`config.mk`:
```
export PLATFORM = sky130hd
export DESIGN_NAME = prince_io_ctrl
export DESIGN_NICKNAME = d
export VERILOG_FILES = /design/src/rtl/prince_pkg.sv /design/src/rtl/prince_timeout_cnt.sv /design/src/rtl/prince_io_ctrl.sv
export SDC_FILE = /design/constraint.sdc
export NUM_CORES = 1
export LEC_CHECK = 0
export ABC_AREA = 1
export CAP_MARGIN = 15
export CORE_AREA = 2 2 305 307
export CTS_BUF_LIST = sky130_fd_sc_hd__clkbuf_8
export DETAILED_ROUTE_END_ITERATION = 10
export DIE_AREA = 0 0 307 309
export GPL_TIMING_DRIVEN = 0
export PLACE_DENSITY_LB_ADDON = 0.15
export SYNTH_ARGS = -nofsm -noshare
export SYNTH_HDL_FRONTEND = slang
export SYNTH_SLANG_ARGS = --single-unit
```
`constraint.sdc`:
```
create_clock -name clk -period 1.5 [get_ports clk]
set_input_delay 0.3 -clock clk [delete_from_list [all_inputs] [get_ports clk]]
set_output_delay 0.3 -clock clk [all_outputs]
set_load 0.005 [all_outputs]
```
`src/rtl/prince_pkg.sv`:
```
// Shared types and constants for the masked PRINCE I/O controller.
// Holds the FSM state encoding, request/result bundles and the default timeout.
package prince_pkg;

    // Controller states, 2-bit encoding.
    typedef enum logic [1:0] {
        IDLE = 2'd0,
        LOAD = 2'd1,
        RUN  = 2'd2,
        HOLD = 2'd3
    } prince_state_e;

    // Default maximum number of RUN cycles before an operation is aborted.
    localparam int unsigned PRINCE_TIMEOUT = 63;

    localparam int unsigned PRINCE_BLK_W = 64;
    localparam int unsigned PRINCE_KEY_W = 128;

    // Registered request: the two plaintext shares, key and direction.
    typedef struct packed {
        logic                    enc;
        logic [PRINCE_BLK_W-1:0] p0;
        logic [PRINCE_BLK_W-1:0] p1;
        logic [PRINCE_KEY_W-1:0] key;
    } prince_req_t;

    // Registered result: the two output shares and the abort flag.
    typedef struct packed {
        logic                    err;
        logic [PRINCE_BLK_W-1:0] c0;
        logic [PRINCE_BLK_W-1:0] c1;
    } prince_res_t;

    // Counter width able to hold values 0..max_val.
    function automatic int unsigned cnt_width(input int unsigned max_val);
        return (max_val < 1) ? 1 : $clog2(max_val + 1);
    endfunction

endpackage

```
`src/rtl/prince_timeout_cnt.sv`:
```
// Saturating RUN-cycle counter with a hit flag at MAX_CNT.
// Ports: clk, rst (sync, active-high), clr_i (zero), en_i (count), hit_o (cnt == MAX_CNT).
module prince_timeout_cnt
    import prince_pkg::*;
#(
    parameter int unsigned MAX_CNT = PRINCE_TIMEOUT,
    parameter int unsigned CNT_W   = cnt_width(MAX_CNT)
) (
    input  logic clk,
    input  logic rst,
    input  logic clr_i,
    input  logic en_i,
    output logic hit_o
);

    localparam logic [CNT_W-1:0] MAX_V = CNT_W'(MAX_CNT);
    localparam logic [CNT_W-1:0] ONE_V = CNT_W'(1);

    logic [CNT_W-1:0] cnt_q;
    logic [CNT_W-1:0] cnt_d;

    // Clear has priority; counting stops once the limit is reached.
    always_comb begin
        cnt_d = cnt_q;
        if (clr_i) begin
            cnt_d = '0;
        end else if (en_i && (cnt_q != MAX_V)) begin
            cnt_d = cnt_q + ONE_V;
        end
    end

    always_ff @(posedge clk) begin
        if (rst) begin
            cnt_q <= '0;
        end else begin
            cnt_q <= cnt_d;
        end
    end

    assign hit_o = (cnt_q == MAX_V);

endmodule

```
`src/rtl/prince_io_ctrl.sv`:
```
// Request/response wrapper around a masked PRINCE core: shares the input,
// sequences reset/enable of the core, and captures its output shares.
// Ports:
//   clk, rst                      clock, synchronous active-high reset
//   in_valid/in_ready             request handshake
//   in_enc, in_pt, in_mask, in_key request fields (mask = sharing randomness)
//   core_rst, core_en, core_enc   core control
//   core_p0, core_p1, core_k      registered shares and key to the core
//   core_done, core_c0, core_c1   core completion strobe and output shares
//   out_valid/out_ready           result handshake
//   out_c0, out_c1, out_err       captured shares and timeout flag
module prince_io_ctrl
    import prince_pkg::*;
#(
    parameter int unsigned TIMEOUT = PRINCE_TIMEOUT
) (
    input  logic         clk,
    input  logic         rst,

    input  logic         in_valid,
    output logic         in_ready,
    input  logic         in_enc,
    input  logic [63:0]  in_pt,
    input  logic [63:0]  in_mask,
    input  logic [127:0] in_key,

    output logic         core_rst,
    output logic         core_en,
    output logic         core_enc,
    output logic [63:0]  core_p0,
    output logic [63:0]  core_p1,
    output logic [127:0] core_k,
    input  logic         core_done,
    input  logic [63:0]  core_c0,
    input  logic [63:0]  core_c1,

    output logic         out_valid,
    input  logic         out_ready,
    output logic [63:0]  out_c0,
    output logic [63:0]  out_c1,
    output logic         out_err
);

    prince_state_e state_q;
    prince_state_e state_d;

    prince_req_t   req_q;
    prince_req_t   req_d;
    prince_res_t   res_q;
    prince_res_t   res_d;

    logic accept;
    logic cnt_clr;
    logic cnt_en;
    logic cnt_hit;

    prince_timeout_cnt #(
        .MAX_CNT (TIMEOUT)
    ) u_timeout_cnt (
        .clk   (clk),
        .rst   (rst),
        .clr_i (cnt_clr),
        .en_i  (cnt_en),
        .hit_o (cnt_hit)
    );

    // ------------------------------------------------------------------
    // Control FSM
    // ------------------------------------------------------------------
    always_ff @(posedge clk) begin
        if (rst) begin
            state_q <= IDLE;
        end else begin
            state_q <= state_d;
        end
    end

    always_comb begin
        state_d = state_q;
        accept  = 1'b0;
        cnt_clr = 1'b0;
        cnt_en  = 1'b0;
        unique case (state_q)
            IDLE: begin
                if (in_valid) begin
                    accept  = 1'b1;
                    state_d = LOAD;
                end
            end
            LOAD: begin
                cnt_clr = 1'b1;
                state_d = RUN;
            end
            RUN: begin
                cnt_en = 1'b1;
                if (core_done || cnt_hit) begin
                    state_d = HOLD;
                end
            end
            HOLD: begin
                if (out_ready) begin
                    state_d = IDLE;
                end
            end
            default: begin
                state_d = IDLE;
            end
        endcase
    end

    // ------------------------------------------------------------------
    // Request registers: the plaintext is split into two shares on accept
    // so the unmasked value never reaches the core ports.
    // ------------------------------------------------------------------
    always_comb begin
        req_d = req_q;
        if (accept) begin
            req_d.enc = in_enc;
            req_d.p0  = in_pt ^ in_mask;
            req_d.p1  = in_mask;
            req_d.key = in_key;
        end
    end

    always_ff @(posedge clk) begin
        if (rst) begin
            req_q <= '0;
        end else begin
            req_q <= req_d;
        end
    end

    // ------------------------------------------------------------------
    // Result registers: shares are captured separately, never recombined.
    // A done strobe in the timeout cycle still counts as a success.
    // ------------------------------------------------------------------
    always_comb begin
        res_d = res_q;
        if (state_q == RUN) begin
            if (core_done) begin
                res_d.err = 1'b0;
                res_d.c0  = core_c0;
                res_d.c1  = core_c1;
            end else if (cnt_hit) begin
                res_d.err = 1'b1;
                res_d.c0  = '0;
                res_d.c1  = '0;
            end
        end
    end

    always_ff @(posedge clk) begin
        if (rst) begin
            res_q <= '0;
        end else begin
            res_q <= res_d;
        end
    end

    // ------------------------------------------------------------------
    // Outputs: all state- or register-driven. The core reset also follows
    // the system reset directly so an aborted run is cleared immediately.
    // ------------------------------------------------------------------
    assign in_ready  = (state_q == IDLE);
    assign out_valid = (state_q == HOLD);

    assign core_rst  = rst | (state_q == LOAD);
    assign core_en   = (state_q == RUN) & ~rst;
    assign core_enc  = req_q.enc;
    assign core_p0   = req_q.p0;
    assign core_p1   = req_q.p1;
    assign core_k    = req_q.key;

    assign out_c0    = res_q.c0;
    assign out_c1    = res_q.c1;
    assign out_err   = res_q.err;

endmodule

```
* Word level (Yosys, flattened, before mapping)
Cells that the tools add are included.
Operators by class: reductions and logical operators 7, mux-type cells 10, equal/unequal tests 8, bitwise logic cells 4, $add $sub $neg 1
Operators with widths (count):
- 129-bit two-way mux | 2
- 64-bit XOR | 1
- 2-bit case mux with 4 select lines | 1
- 6-bit by 1-bit adder with 6-bit output (second input constant) | 1
- 6-bit equality test (second input constant) | 1
- 2-bit two-way mux | 3
- 6-bit inequality test (second input constant) | 1
- 2-bit equality test (second input constant) | 2
- 1-bit two-way mux | 4
- 2-bit inequality test (second input constant) | 2
- 3-bit AND reduction | 1
- 2-bit by 1-bit equality test with 1-bit output (second input constant) | 1
- 2-bit zero test | 1
- 2-bit by 1-bit inequality test with 1-bit output (second input constant) | 1
- 2-bit AND reduction | 1
- 2-bit nonzero test | 1
- 2-bit OR reduction | 1
- 1-bit bitwise AND | 1
- 1-bit logical AND | 1
- 1-bit logical OR | 1
- 1-bit NOT | 1
- 1-bit bitwise OR | 1
Storage, ports and cells: input bits 390, bits in registers 394, output and inout bits 390, word-level logic and storage cells 39

* Longest topological paths before layout
word-level depth 4, gate-level depth with buffers 10

* Modules after synthesis
From an unflattened synthesis, not the netlist that was laid out.
Second synthesis, totals: cells, all modules 1755, area total of the unflattened synthesis 14138.6 um^2
By module, submodules not included:
- prince_io_ctrl | times used 1, area an instance 13799.5 um^2, cells an instance 1706
- prince_timeout_cnt | times used 1, area an instance 339.1 um^2, cells an instance 49

* Least setup slack after synthesis
No wires, ideal clock.
path kind reg-to-reg, start point register state_q[0], end point register req_q (netlist bit core_p0[32]), cell stages (with the launch flop) 9, library setup time 0.122 ns, arrival 1.303 ns, path slack 0.076 ns, cells stage by stage dfxtp_1 > inv_1 > ha_1 > nand2_1 > inv_2 > buf_2 > buf_2 > o21ai_0 > a21oi_1
Between the ends: word-level cells in the longest chain between the ends 2
Ends and longest elaborated chain:
- start, declared | RTL line prince_io_ctrl.sv:44 | prince_state_e state_q;
- start signal, assigned | RTL line prince_io_ctrl.sv:74 | state_q <= state_d;
- 2-bit zero test
- via in_ready | RTL line prince_io_ctrl.sv:21 | output logic in_ready,
- 1-bit two-way mux | RTL line prince_io_ctrl.sv:83 | unique case (state_q)
- end signal, assigned | RTL line prince_io_ctrl.sv:129 | req_q <= req_d;
- end, declared | RTL line prince_io_ctrl.sv:47 | prince_req_t req_q;
The timed path passes the listed nets, and every way through them passes these cells. A chain may end at the register's enable or synchronous reset.

* Final worst setup path
start point register state_q[1], end point output core_rst
Between the ends: word-level cells in the longest chain between the ends 2
Ends and longest elaborated chain:
- 2-bit by 1-bit equality test with 1-bit output | RTL line prince_io_ctrl.sv:167 | assign core_rst = rst | (state_q == LOAD);
- 1-bit bitwise OR | RTL line prince_io_ctrl.sv:167
- end, declared | RTL line prince_io_ctrl.sv:27 | output logic core_rst,
No other way between the ends.

==> results.yml <==
status:
  status: "finished, violations left"
  violations: "negative setup slack"
die:
  die_h_microns: 309
  die_area_sq_mm: 0.0949
  initial_core_util: 0.155
  num_rows: 111
  io_pins: 780
  die_x_microns: 307
  core_sq_mm: 0.0914
logic_synthesis:
  synth_most_common_cell: "nor2_1"
  async_reset_ff_frac: 0
  synth_nets: 2146
  synth_edf_count: 0
  ys.flop_type: "dfxtp_1"
  yosysSeqAreaShare: 0.558
  ys_seq_elements: 394
  avgSynthCellArea_sq_um: 8.07
  syn_inst: 1751
  synth_top_area_cell: "dfxtp_1"
  synth_area_leaders: "dfxtp_1, nor2_1, o21ai_0, nand2_1, a21oi_1"
  synth_area_sq_mm: 0.0141
  synth_cell_types: 19
  ys_warn_count: 0
  synth_commonest_cells: "nor2_1, dfxtp_1, nand2_1"
  synth_top_area_share: 0.558
sta:
  rsz0062_at_grt: "yes"
  slew_headroom: 0.348
  setup_slack_ps: -392
  finalSetupViolCount: 409
  hold_violations: 0
  holdWs_ps: 98.1
  fmax_mhz: 528
  period_minus_slack_ps: 1890
  finalSetupTns_ps: -60600
  tightest_slew_ps: 977
  fin_crit_sh: 1.26
  drv_slew: 0
  fin_worst_skew_ps: 29.6
placement:
  portBuffers: 778
  gp_congestion: 0.861
  dp_hpwl_microns: 59400
power:
  power_uw: 48900
  vdd_drop_max_uv: 653
  p_leak_uw: 0.0119
  p_seq_frac: 0.312
  comb_power_share: 0.445
  power_density_mw_per_mm2: 1640
  sw_frac_of_total: 0.351
  p_sw_uw: 17200
  intPower_uw: 31800
  clockPowerShare: 0.243
clocking:
  insertion_delay_ps: 710
  clockRootBuffer: "clkbuf_8"
  htreeDepth: 3
  tritoncts: "done"
  cts_buffers: 84
  path_clk_slew_ps: 70
  clock_path_buffers: 3
  ctsHoldBuffers: 0
  clock_sinks: 394
setup_path:
  r2r_end: "out_c0[41]$_SDFFE_PP0P_"
  critPathRequiredTime_ps: 1200
  crit_type: "reg2out"
  critPathLaunchType: "flop"
  critPathMaxFanout: 3
  cp.arrival_ps: 1590
  r2r-start: "state_q[1]$_SDFFE_PP0P_"
  critPathCaptureType: "output port"
  startpoint: "state_q[1]$_SDFFE_PP0P_"
  r2r_slack_ps: -260
  worst-r2r-cell-count: 11
cells_and_area:
  drive_above_1_share: 0.530
  fin_nets: 3108
  area_growth_pct: 111
  final_util: 0.327
  fill_cells: 9572
global_route:
  grt_first_pass_wirelength_microns: 109000
  grt_max_degree: 13
  first_global_vias: 16100
  grt_overflow: 0
  antenna_found_initial: 21
  grt_usage: 0.158
worst_hold_path:
  hold_depth: 5
  holdPathEnd: "u_timeout_cnt.cnt_q[0]$_SDFFE_PP0P_"
  hold_path.class: "in2reg"
  hold_start: "rst"
detailed_routing:
  initialDrtViolationCount: 580
  antenna_left: 0
  num_vias: 15700
  drt-vias-per-instance: 3.95
  drc: 0
  drtPass1Iterations: 4
  wire_per_inst_microns: 20.6
  wirelength_microns: 81700
run:
  maxCapViolations: 0
==> registers in the layout, summed over array words and instances (netlist names) <==
register and cells:
core_k 128, out_c1 64, state_q 2, u_timeout_cnt.cnt_q 6, core_p0 64, core_enc 1
core_p1 64, out_c0 64, out_err 1
==> what timing repair did <==
item / in CTS / in global routing
pin swaps: 5 / 92
buffers inserted: 52 / 22
endpoints found under the setup margin: 767 / 764
cloned: 14 / 27
resized for setup: 2669 / 627
==> cell usage in the layout (no fill, tap or decap), drive strengths merged <==
cell / synthesis / routed
o21ai: 262 / 262
nand4: 1 / 1
clkdlybuf4s50: 0 / 388
clkinvlp: 0 / 5
bufinv: 0 / 2
nand2: 275 / 275
inv: 18 / 55
clkbuf: 45 / 158
nor2: 399 / 399
a21oi: 198 / 198
buf: 83 / 559
xnor2: 64 / 64
nand3: 6 / 6
clkinv: 1 / 7
diode: 0 / 9
dfxtp: 394 / 394
ha: 5 / 5
==> cells by family after synthesis <==
family,after synthesis,share of synthesized area
and+or+nand+nor,681,0.182
AOI/OAI and AO/OA,460,0.163
buffers and inverters,147,0.0528
adders and majority gates,5,0.00443
xor gates and xnor gates,64,0.0397
DFF,394,0.558
==> routing by layer <==
layer / share of wire / wire (microns) / vias up / GRT usage
met2: 0.51 / 41400 / 568 / 0.277
li1: - / - / 7640 / -
met3: 0.095 / 7760 / 142 / 0.0741
met1: 0.36 / 29700 / 7342 / 0.162
met5: 0.0015 / 125 / - / 0
met4: 0.033 / 2670 / 18 / 0.0649
==> power groups by stage <==
stage | clock network (uW) | registers [uW] | logic, uW
3_5_place_dp | 0 | 14300 | 14300
3_3_place_gp | 0 | 14200 | 14300
5_1_grt | 12900 | 15500 | 23500
2_1_floorplan | 0 | 14300 | 5320
6_report | 11900 | 15300 | 21800
4_1_cts | 12400 | 14900 | 17900
==> per-stage QoR <==
stage | setup slack (ps) | area, sq um | cells
floorplan | 75.9 | 14100 | 1751
global placement | -1400 | 23400 | 3715
detailed placement | -1410 | 23400 | 3715
CTS | -494 | 27200 | 3931
global route | -518 | 29900 | 3972
finish | -392 | 29900 | 3973
==> worst max-delay path by stage <==
stage	end	slack, ps	cells after the start
floorplan	core_p0[32]$_SDFFE_PP0P_	80	8
CTS	core_en	-490	5
finish	core_rst	-390	5
global route	core_en	-520	5
detailed placement	core_k[124]$_SDFFE_PP0P_	-1410	6
global placement	core_k[124]$_SDFFE_PP0P_	-1400	6
==> cell type report <==
class | count | area [sq um] | area share
plain buffers | 118 | 1430 | 0.0477
multi-input cells | 1210 | 7360 | 0.246
inverters | 19 | 93.8 | 0.00314
well taps | 1186 | 1480 | 0.0497
clock inverters | 50 | 295 | 0.00988
flip-flops and latches | 394 | 8400 | 0.281
diodes | 9 | 22.5 | 0.000754
repair buffers | 886 | 9410 | 0.315
clock buffers | 101 | 1390 | 0.0465
==> worst max-delay path, stage by stage, from the launching register on <==
cell	delay [ps]
dfxtp_2	370
inv_2	70
ha_4	160
nor2_4	120
inv_2	50
buf_6	120
Power figures use the tool's default switching activity.
